==> src/rtl/uart_receiver.sv <==
// uart_receiver
//   Serial-to-parallel UART receiver: idle-high line, one low start bit,
//   8 data bits LSB first, no parity, at least one high stop bit. Each bit
//   lasts BIT_CLKS clk cycles (even, >= 4). Received bytes are offered to
//   the consumer on a four-phase REQ/ACK handshake.
//
// Ports
//   clk       system clock, rising edge
//   clr       asynchronous active-low reset
//   RCV       serial line (asynchronous to clk, idle high)
//   RCV_ACK   consumer acknowledge for the byte on RCV_DATA
//   RCV_REQ   high while RCV_DATA holds an unacknowledged byte
//   RCV_DATA  last good received byte
//   RCV_ERR   one-cycle pulse on a framing error (stop bit sampled low)
//   RCV_OVR   sticky overrun flag, cleared only by reset
//   state     receive FSM state, for observation
//
// Handshake: RCV_REQ rises together with the RCV_DATA update and RCV_DATA is
// held stable while RCV_REQ=1. RCV_REQ falls on the edge after RCV_ACK is
// sampled high. A new byte is only presented while RCV_REQ=0; the consumer
// must drop RCV_ACK before the next RCV_REQ rises. A byte completing while
// RCV_REQ=1 (including the cycle ACK is sampled) is dropped and flags overrun.
module uart_receiver #(
  parameter int BIT_CLKS = 8
) (
  input  logic       clk,
  input  logic       clr,
  input  logic       RCV,
  input  logic       RCV_ACK,
  output logic       RCV_REQ,
  output logic [7:0] RCV_DATA,
  output logic       RCV_ERR,
  output logic       RCV_OVR,
  output logic [2:0] state
);

  localparam int CW = (BIT_CLKS > 2) ? $clog2(BIT_CLKS) : 1;
  localparam logic [CW-1:0] HALF = CW'(BIT_CLKS / 2 - 1);
  localparam logic [CW-1:0] FULL = CW'(BIT_CLKS - 1);

  typedef enum logic [2:0] {
    IDLE      = 3'd0,
    START     = 3'd1,
    DATA      = 3'd2,
    STOP      = 3'd3,
    WAIT_IDLE = 3'd4
  } state_t;

  state_t          state_q, state_d;
  logic [CW-1:0]   cnt_q, cnt_d;
  logic [2:0]      idx_q, idx_d;
  logic [7:0]      shift_q, shift_d;
  logic            sync1, sync2;
  logic            s;
  logic            accept, overrun, ferr;

  assign s     = sync2;
  assign state = state_q;

  // Two-flop synchronizer; reset to the idle (high) line level so that
  // leaving reset never looks like a start edge.
  always_ff @(posedge clk or negedge clr) begin
    if (!clr) begin
      sync1 <= 1'b1;
      sync2 <= 1'b1;
    end else begin
      sync1 <= RCV;
      sync2 <= sync1;
    end
  end

  always_ff @(posedge clk or negedge clr) begin
    if (!clr) begin
      state_q <= IDLE;
      cnt_q   <= '0;
      idx_q   <= '0;
      shift_q <= '0;
    end else begin
      state_q <= state_d;
      cnt_q   <= cnt_d;
      idx_q   <= idx_d;
      shift_q <= shift_d;
    end
  end

  always_comb begin
    state_d = state_q;
    cnt_d   = cnt_q;
    idx_d   = idx_q;
    shift_d = shift_q;
    accept  = 1'b0;
    overrun = 1'b0;
    ferr    = 1'b0;
    case (state_q)
      IDLE: begin
        // Half a bit to the middle of the start bit.
        if (!s) begin
          cnt_d   = HALF;
          state_d = START;
        end
      end
      START: begin
        if (cnt_q == '0) begin
          if (s) begin
            state_d = IDLE;  // too short to be a start bit
          end else begin
            cnt_d   = FULL;
            idx_d   = 3'd0;
            state_d = DATA;
          end
        end else begin
          cnt_d = cnt_q - CW'(1);
        end
      end
      DATA: begin
        if (cnt_q == '0) begin
          shift_d = {s, shift_q[7:1]};  // LSB arrives first
          cnt_d   = FULL;
          if (idx_q == 3'd7) begin
            state_d = STOP;
          end else begin
            idx_d = idx_q + 3'd1;
          end
        end else begin
          cnt_d = cnt_q - CW'(1);
        end
      end
      STOP: begin
        if (cnt_q == '0) begin
          if (s) begin
            if (RCV_REQ) begin
              overrun = 1'b1;
            end else begin
              accept = 1'b1;
            end
            state_d = IDLE;
          end else begin
            ferr    = 1'b1;
            state_d = WAIT_IDLE;
          end
        end else begin
          cnt_d = cnt_q - CW'(1);
        end
      end
      WAIT_IDLE: begin
        // A stuck-low line must not decode as a stream of 0x00 frames.
        if (s) begin
          state_d = IDLE;
        end
      end
      default: state_d = IDLE;
    endcase
  end

  // Output handshake runs independently of the receive FSM. accept is only
  // raised while RCV_REQ=0, so it never competes with the ACK clear.
  always_ff @(posedge clk or negedge clr) begin
    if (!clr) begin
      RCV_REQ  <= 1'b0;
      RCV_DATA <= 8'h00;
      RCV_ERR  <= 1'b0;
      RCV_OVR  <= 1'b0;
    end else begin
      RCV_ERR <= ferr;
      if (overrun) begin
        RCV_OVR <= 1'b1;
      end
      if (accept) begin
        RCV_REQ  <= 1'b1;
        RCV_DATA <= shift_q;
      end else if (RCV_REQ && RCV_ACK) begin
        RCV_REQ <= 1'b0;
      end
    end
  end

endmodule

==> config.mk <==
export PLATFORM = sky130hd
export DESIGN_NAME = uart_receiver
export DESIGN_NICKNAME = d
export VERILOG_FILES = /design/src/rtl/uart_receiver.sv
export SDC_FILE = /design/constraint.sdc
export NUM_CORES = 1
export LEC_CHECK = 0
export ABC_CLOCK_PERIOD_IN_PS = 1700
export CAP_MARGIN = 20
export CORE_MARGIN = 2
export CORE_UTILIZATION = 48
export CTS_CLUSTER_DIAMETER = 30
export DETAILED_ROUTE_END_ITERATION = 10
export PLACE_DENSITY = 0.73
export SETUP_SLACK_MARGIN = 0.4
export SLEW_MARGIN = 20
export SYNTH_ARGS = -nofsm -noshare
export SYNTH_HDL_FRONTEND = slang
export SYNTH_SLANG_ARGS = --single-unit
==> constraint.sdc <==
create_clock -name clk -period 1.7 [get_ports clk]
set_clock_uncertainty 0.05 [all_clocks]
set_input_delay 0.255 -clock clk [delete_from_list [all_inputs] [get_ports clk]]
set_output_delay 0.255 -clock clk [all_outputs]
set_load 0.01 [all_outputs]
==> results by group, run 1 <==
STA
  • Final worst path period need: 1.73 ns
  • Slew Limit Fails: 0
  • RSZ-0062 raised after global routing: true
  • Peak Freq: 0.580 GHz
  • Worst Max-Slew Pin Slew: 0.382 ns
  • Final Setup Violations: 3
  • Final WS setup: -0.0251 ns
  • Fin crit share: 101%
  • Sum Neg Setup Slack: -0.0339 ns
  • Final Hold Viols: 0
  • Headroom to the max-slew limit: 74.5%

Synthesis
  • Post-synth ARST share: 100%
  • Synth Register Bits: 30
  • Cell Area, Synth: 0.00133 mm^2
  • Synth Flop Type: dfrtp_1
  • Synth Area per Inst: 12.6 um^2
  • Yosys cell types: 34
  • Post-synth top cells: 28 x dfrtp_1, 10 x mux2_1, 8 x nand2_1, 7 x mux2_2, 6 x inv_1
  • Leading area contributor after synthesis: dfrtp_1
  • Post-synth EDFFs: 0
  • Syn_nets: 114
  • Sequential area share after synthesis: 56.5%
  • Synth top area cells: dfrtp_1 53%, mux2_1 8.4%, mux2_2 5.9%
  • Top cell type's share of synthesized area: 52.5%
  • Syn Inst Count: 106
  • Most numerous cell in the Yosys netlist: dfrtp_1
  • Synth Warn #: 0

Outcome
  • Failing checks: setup timing
  • Status: finished, violations left

Clock tree
  • Max H-tree Level: 2
  • CTS tree: yes
  • CTS Buf Count: 5
  • CTS Root Cell: clkbuf_4
  • Clock Sink Count: 30
  • Post-CTS Hold Fix Bufs: 0
  • CTS max path bufs: 2
  • Clk_lat worst skew: 0.33 ns
  • Clock transition at path regs: 0.10 ns

Power and ir drop
  • Cell area power density: 1380 mW/mm^2
  • Worst IR Drop VDD: 1.23 mV
  • Lkg Pwr: 1.02 nW
  • Tot Pwr: 2.89 mW

Critical path
  • Reg-to-reg slack, setup: -0.03 ns
  • CP Cell Sequence: inv_2 -> ha_4 -> nand2b_4 -> or3_4 -> buf_6 -> o21ai_4 -> mux2i_1
  • CP required: 1.90 ns
  • WP data arrival: 1.92 ns
  • Setup crit start kind: flop
  • FF-to-FF End: idx_q[2]
  • Crit-path max FO: 3
  • CP max stage cell: dfrtp_1
  • FF-to-FF path depth: 7
  • Critical Path End Type: flop
  • Buf/Inv on CP: 2
  • CP delay by family, top: simple AND/OR/NAND/NOR gates
  • Kind of critical path: flop to flop
  • Worst r2r src: cnt_q[0]
  • CP peak stage delay: 0.40 ns

Detailed routing
  • DR vias: 1,059
  • Routed vias/inst: 5.40
  • Post-DRT Antenna Nets: 0
  • Total iterations of the first detailed-routing run: 4
  • Drt drc: 0
  • Initial drt markers: 36
  • Final wirelength: 3.40 mm
  • Wirelength per Cell: 17.3 um

Placement
  • I/O Buffers: 17
  • Post-DP HPWL: 1.76 mm
  • RD Place Congestion: 0.785

GRT
  • First-pass GRT wire length: 5.49 mm
  • Largest net degree at the start of global routing: 31
  • GRT overflow: 0
  • Vias in the first global route: 1,113
  • Initial antenna violation count: 0
  • All-Layer GR Usage: 22.6%

Flow run
  • Max_cap viols: 0

Cells and area
  • Final net count: 172
  • Antenna cells: 0
  • Ratio of cells with drive above 1 in the final layout: 54.5%
  • Area Overhead vs Synth: 56.9%

Floorplanning
  • DIE AREA: 0.00322 mm^2
  • Top Ports: 18
  • Die X: 56.7 um
  • Num rows: 19
  • Core ar.: 0.00269 mm^2
  • Initial Utilization: 49.7%
  • Die Y: 56.7 um

Min path
  • Hold crit path type: input pin to asynchronous set/reset pin
==> cell usage in the layout, fill, tap and decap left out, drive strengths merged, types with 2 or more instances in the layout <==
master and instances:
mux2i 4, nand2b 2, a21oi 5, nor2 6, inv 6, clkdlybuf4s50 3, or3 2, buf 41
o21ai 3, nand2 8, ha 4, mux2 17, clkbuf 7, nand3 3, dfrtp 28, dfstp 2
clkdlybuf4s15 9, clkinv 2
==> area by class of cell <==
cell class                 count  area [um^2]
clock buffer                   5         37.5
clock inverter                 3         40.0
sequential                    30          756
fill                         149          593
tap                           31         38.8
multi-input combinational     66          679
inverter                       6         22.5
timing repair buffer          55          519
==> what timing repair did <==
item	CTS	global route
gates resized for setup	58	13
setup buffers	21	6
pin swaps	9	3
setup endpoints to repair	37	33
==> worst register-to-register path, cell delays in order (launching register included) <==
cell and delay, ns:
dfrtp_1 0.40, inv_2 0.09, ha_4 0.15, nand2b_4 0.06, or3_4 0.36, buf_6 0.14
o21ai_4 0.17, mux2i_1 0.21
==> cell families (layout without fill, tap and decap cells) <==
logic type               count (synthesis)  after routing  synth area share [%]
AND/OR/NAND/NOR                         25             25                  10.4
multiplexers                            21             21                  17.4
AO/OA/AOI/OAI                           16             16                  8.26
adder cells (fa/ha/maj)                  4              4                  3.75
flip-flops                              30             30                  56.5
buffers and inverters                   10             69                  3.75
==> stage by stage <==
stage | setup WS (ns) | cells | hold slack, ns | cell area [um^2] | util (%)
5_1_grt | -0.115 | 196 | 0.275 | 2090 | 77.9
4_1_cts | 0.0252 | 190 | 0.247 | 2020 | 75.3
6_report | -0.0251 | 196 | 0.253 | 2090 | 77.9
3_3_place_gp | 0.00667 | 161 | 0.295 | 1670 | 62.0
3_5_place_dp | -0.0275 | 161 | 0.309 | 1670 | 62.0
2_1_floorplan | -0.0167 | 106 | -0.0906 | 1410 | -
==> sequential cells by signal, summed over array words and instances (netlist names) <==
register	flops
RCV_DATA	8
RCV_ERR	1
cnt_q	3
sync1	1
s	1
idx_q	3
RCV_REQ	1
shift_q	8
RCV_OVR	1
state	3
==> layer usage <==
metal	global-route usage, %	wire length, um	share of wire [%]
met4	8.84	80	2.4
met3	6.22	146	4.3
met5	0	0	0
met1	27.8	1420	42
met2	37.4	1750	52
==> worst max path at each step <==
stage          startpoint           to  slack (ns)  cells past startpoint
3_3_place_gp     cnt_q[0]  RCV_DATA[6]       0.007                      6
3_5_place_dp     cnt_q[1]  RCV_DATA[3]       -0.03                      6
2_1_floorplan    cnt_q[0]  RCV_DATA[0]       -0.02                      6
5_1_grt          cnt_q[0]  RCV_DATA[4]       -0.11                      7
4_1_cts          cnt_q[0]  RCV_DATA[3]        0.03                      7
6_report         cnt_q[0]     idx_q[2]       -0.03                      7
==> where the power goes <==
group | switching [mW] | leakage [nW] | total (mW) | internal, mW
Sequential | 0.110 | 0.395 | 0.955 | 0.846
Combinational | 0.576 | 0.584 | 1.38 | 0.800
Clock | 0.258 | 0.0450 | 0.563 | 0.305
No activity file was read; power rests on OpenSTA's default activity.
==> run 2, diff against run 1 <==
- HOLD_SLACK_MARGIN: not set -> 0.12
- RECOVER_POWER: not set -> 25
==> run 2 against run 1 <==
The flow still finishes with violations (setup timing); die area is the same; final cell count is the same; final area is the same; sequential power is essentially flat; via count is the same; register-to-register slack is essentially flat; critical path type unchanged.
==> results by group, run 2 (synthesized netlist as in run 1, its figures left out) <==
Outcome
  • Status: finished, violations left
  • Failing checks: setup timing

Cells and area
  • Final Instance Count excl. Fillers: 196 (unchanged)
  • Area Overhead vs Synth: 56.9% (unchanged)
  • Ratio of cells with drive above 1 in the final layout: 54.5% (unchanged)
  • Final net count: 172 (unchanged)
  • Post-route cell area: 0.00209 mm^2 (unchanged)
  • Post-route core utilization: 77.9% (unchanged)
  • Largest regs: RCV_DATA (8), shift_q (8)
  • Fillers: 149 (unchanged)
  • Commonest non-fill, non-tap cell in the layout: dfrtp_1
  • Commonest cells after routing, fill and taps aside: 26 x dfrtp_1, 25 x buf_4, 16 x mux2_4
  • Antenna cells: 0 (unchanged)

STA
  • Slew Limit Fails: 0 (unchanged)
  • Fin crit share: 101% (unchanged)
  • Final WS setup: -0.0251 ns (unchanged)
  • Worst Max-Slew Pin Slew: 0.382 ns (unchanged)
  • Sum Neg Setup Slack: -0.0339 ns (unchanged)
  • RSZ-0062 raised after global routing: true
  • Hold Worst Slack: 0.253 ns (unchanged)
  • Headroom to the max-slew limit: 74.5% (unchanged)
  • Final Hold Viols: 0 (unchanged)
  • Final worst path period need: 1.73 ns (unchanged)
  • Final Setup Violations: 3 (unchanged)
  • Peak Freq: 0.580 GHz (unchanged)

GRT
  • All-Layer GR Usage: 22.6% (unchanged)
  • Largest net degree at the start of global routing: 31 (unchanged)
  • GRT overflow: 0 (unchanged)
  • Vias in the first global route: 1,113 (unchanged)
  • First-pass GRT wire length: 5.49 mm (unchanged)
  • Initial antenna violation count: 0 (unchanged)

Min path
  • Hold crit path type: input pin to asynchronous set/reset pin

Critical path
  • Kind of critical path: flop to flop
  • Setup crit start kind: flop
  • Crit-path max FO: 3 (unchanged)
  • Critical Path End Type: flop
  • CP required: 1.90 ns (about the same)
  • WP data arrival: 1.92 ns (about the same)

Floorplanning
  • Core ar.: 0.00269 mm^2 (unchanged)
  • Num rows: 19 (unchanged)
  • Top Ports: 18 (unchanged)
  • Initial Utilization: 49.7% (unchanged)
  • Die Y: 56.7 um (unchanged)
  • Die X: 56.7 um (unchanged)
  • DIE AREA: 0.00322 mm^2 (unchanged)

Clock tree
  • CTS max path bufs: 2 (unchanged)
  • CTS Buf Count: 5 (unchanged)
  • Max H-tree Level: 2 (unchanged)
  • Clk_lat worst skew: 0.33 ns (about the same)
  • CTS tree: yes
  • Clock Sink Count: 30 (unchanged)
  • CTS Root Cell: clkbuf_4
  • Clock transition at path regs: 0.10 ns (about the same)

Power and ir drop
  • Clock Power Share: 19.4% (about the same)
  • Worst IR Drop VDD: 1.23 mV (about the same)
  • Net switching power: 944 uW (about the same)
  • Sequential share of power: 33.0% (about the same)
  • Sw frac: 32.6% (about the same)
  • Tot Pwr: 2.89 mW (about the same)
  • Cell area power density: 1380 mW/mm^2 (about the same)
  • Lkg Pwr: 1.02 nW (about the same)
  • Comb power frac: 47.5% (about the same)
  • Int Pwr: 1.95 mW (about the same)

Detailed routing
  • Post-DRT Antenna Nets: 0 (unchanged)
  • Total iterations of the first detailed-routing run: 4 (unchanged)
  • Drt drc: 0 (unchanged)
  • DR vias: 1,059 (unchanged)
  • Final wirelength: 3.40 mm (about the same)
  • Initial drt markers: 36 (unchanged)
  • Wirelength per Cell: 17.3 um (about the same)
  • Routed vias/inst: 5.40 (unchanged)

Placement
  • Placed cell count: 161 (unchanged)
  • RD Place Congestion: 0.785 (unchanged)
  • Dpl ws: -0.0275 ns (unchanged)
  • I/O Buffers: 17 (unchanged)
  • Area of placed instances: 0.00167 mm^2 (unchanged)
  • Post-DP HPWL: 1.76 mm (unchanged)

Flow run
  • Max_cap viols: 0 (unchanged)
==> run 2: changes by cell type in the layout (fill, tap and decap cells not counted), sizes merged <==
cell           previous run  this run
dlygate4sd3               0         1
clkdlybuf4s50             3         2
==> run 2: area by class of cell <==
class | instances | area, um^2 | area share [%]
well taps | 31 | 38.8 | 1.85
inverters | 6 | 22.5 | 1.08
clock buffers | 5 | 37.5 | 1.79
multi-input cells | 66 | 679 | 32.5
clock inverters | 3 | 40.0 | 1.91
repair buffers | 55 | 519 | 24.8
flip-flops and latches | 30 | 756 | 36.1
==> run 2: worst max-delay path: stages (launching register included) <==
cell and delay [ns]:
dfrtp_1 0.40, inv_2 0.09, ha_4 0.15, nand2b_4 0.06
or3_4 0.36, buf_6 0.14, o21ai_4 0.17, mux2i_1 0.21
==> run 2: power groups by stage <==
stage | combinational [mW] | clock [mW] | sequential (mW)
floorplan | 0.567 | 0 | 0.972
global route | 1.46 | 0.601 | 0.976
global placement | 0.832 | 0 | 0.968
detailed placement | 0.863 | 0 | 0.972
CTS | 1.24 | 0.572 | 0.948
finish | 1.38 | 0.563 | 0.955
==> run 2: path summary, 6_finish.rpt <==
path | startpoint | slack (ns) | to | cells after the start
setup / recovery | cnt_q[0] | -0.03 | idx_q[2] | 7
hold / removal | clr | 0.25 | shift_q[0] | 2
setup reg to reg | cnt_q[0] | -0.03 | idx_q[2] | 7
hold reg to reg | sync1 | 0.34 | s | 0
max in group asynchronous | clr | 1.03 | s | 2
min in group clk | sync1 | 0.34 | s | 0
==> run 2: per-layer routing <==
metal  vias up  routed length, um  track usage (%)
met1       540               1420             27.8
met3         6                146             6.22
met2        24               1750             37.4
li1        489                  -                -
met5         -                  0                0
met4         0                 80             8.84
==> run 2: repair_timing <==
item,CTS,global route
pin swaps,9,3
buffers inserted,21,6
cloned,0,0
resized for setup,58,13
hold buffers,0,0
endpoints found under the setup margin,37,33
==> run 3, diff against run 2 <==
- CAP_MARGIN: 20 -> not set
- SLEW_MARGIN: 20 -> 10
==> results of run 3 <==
No change in the layout: final DEF, timing and power equal those of run 2.
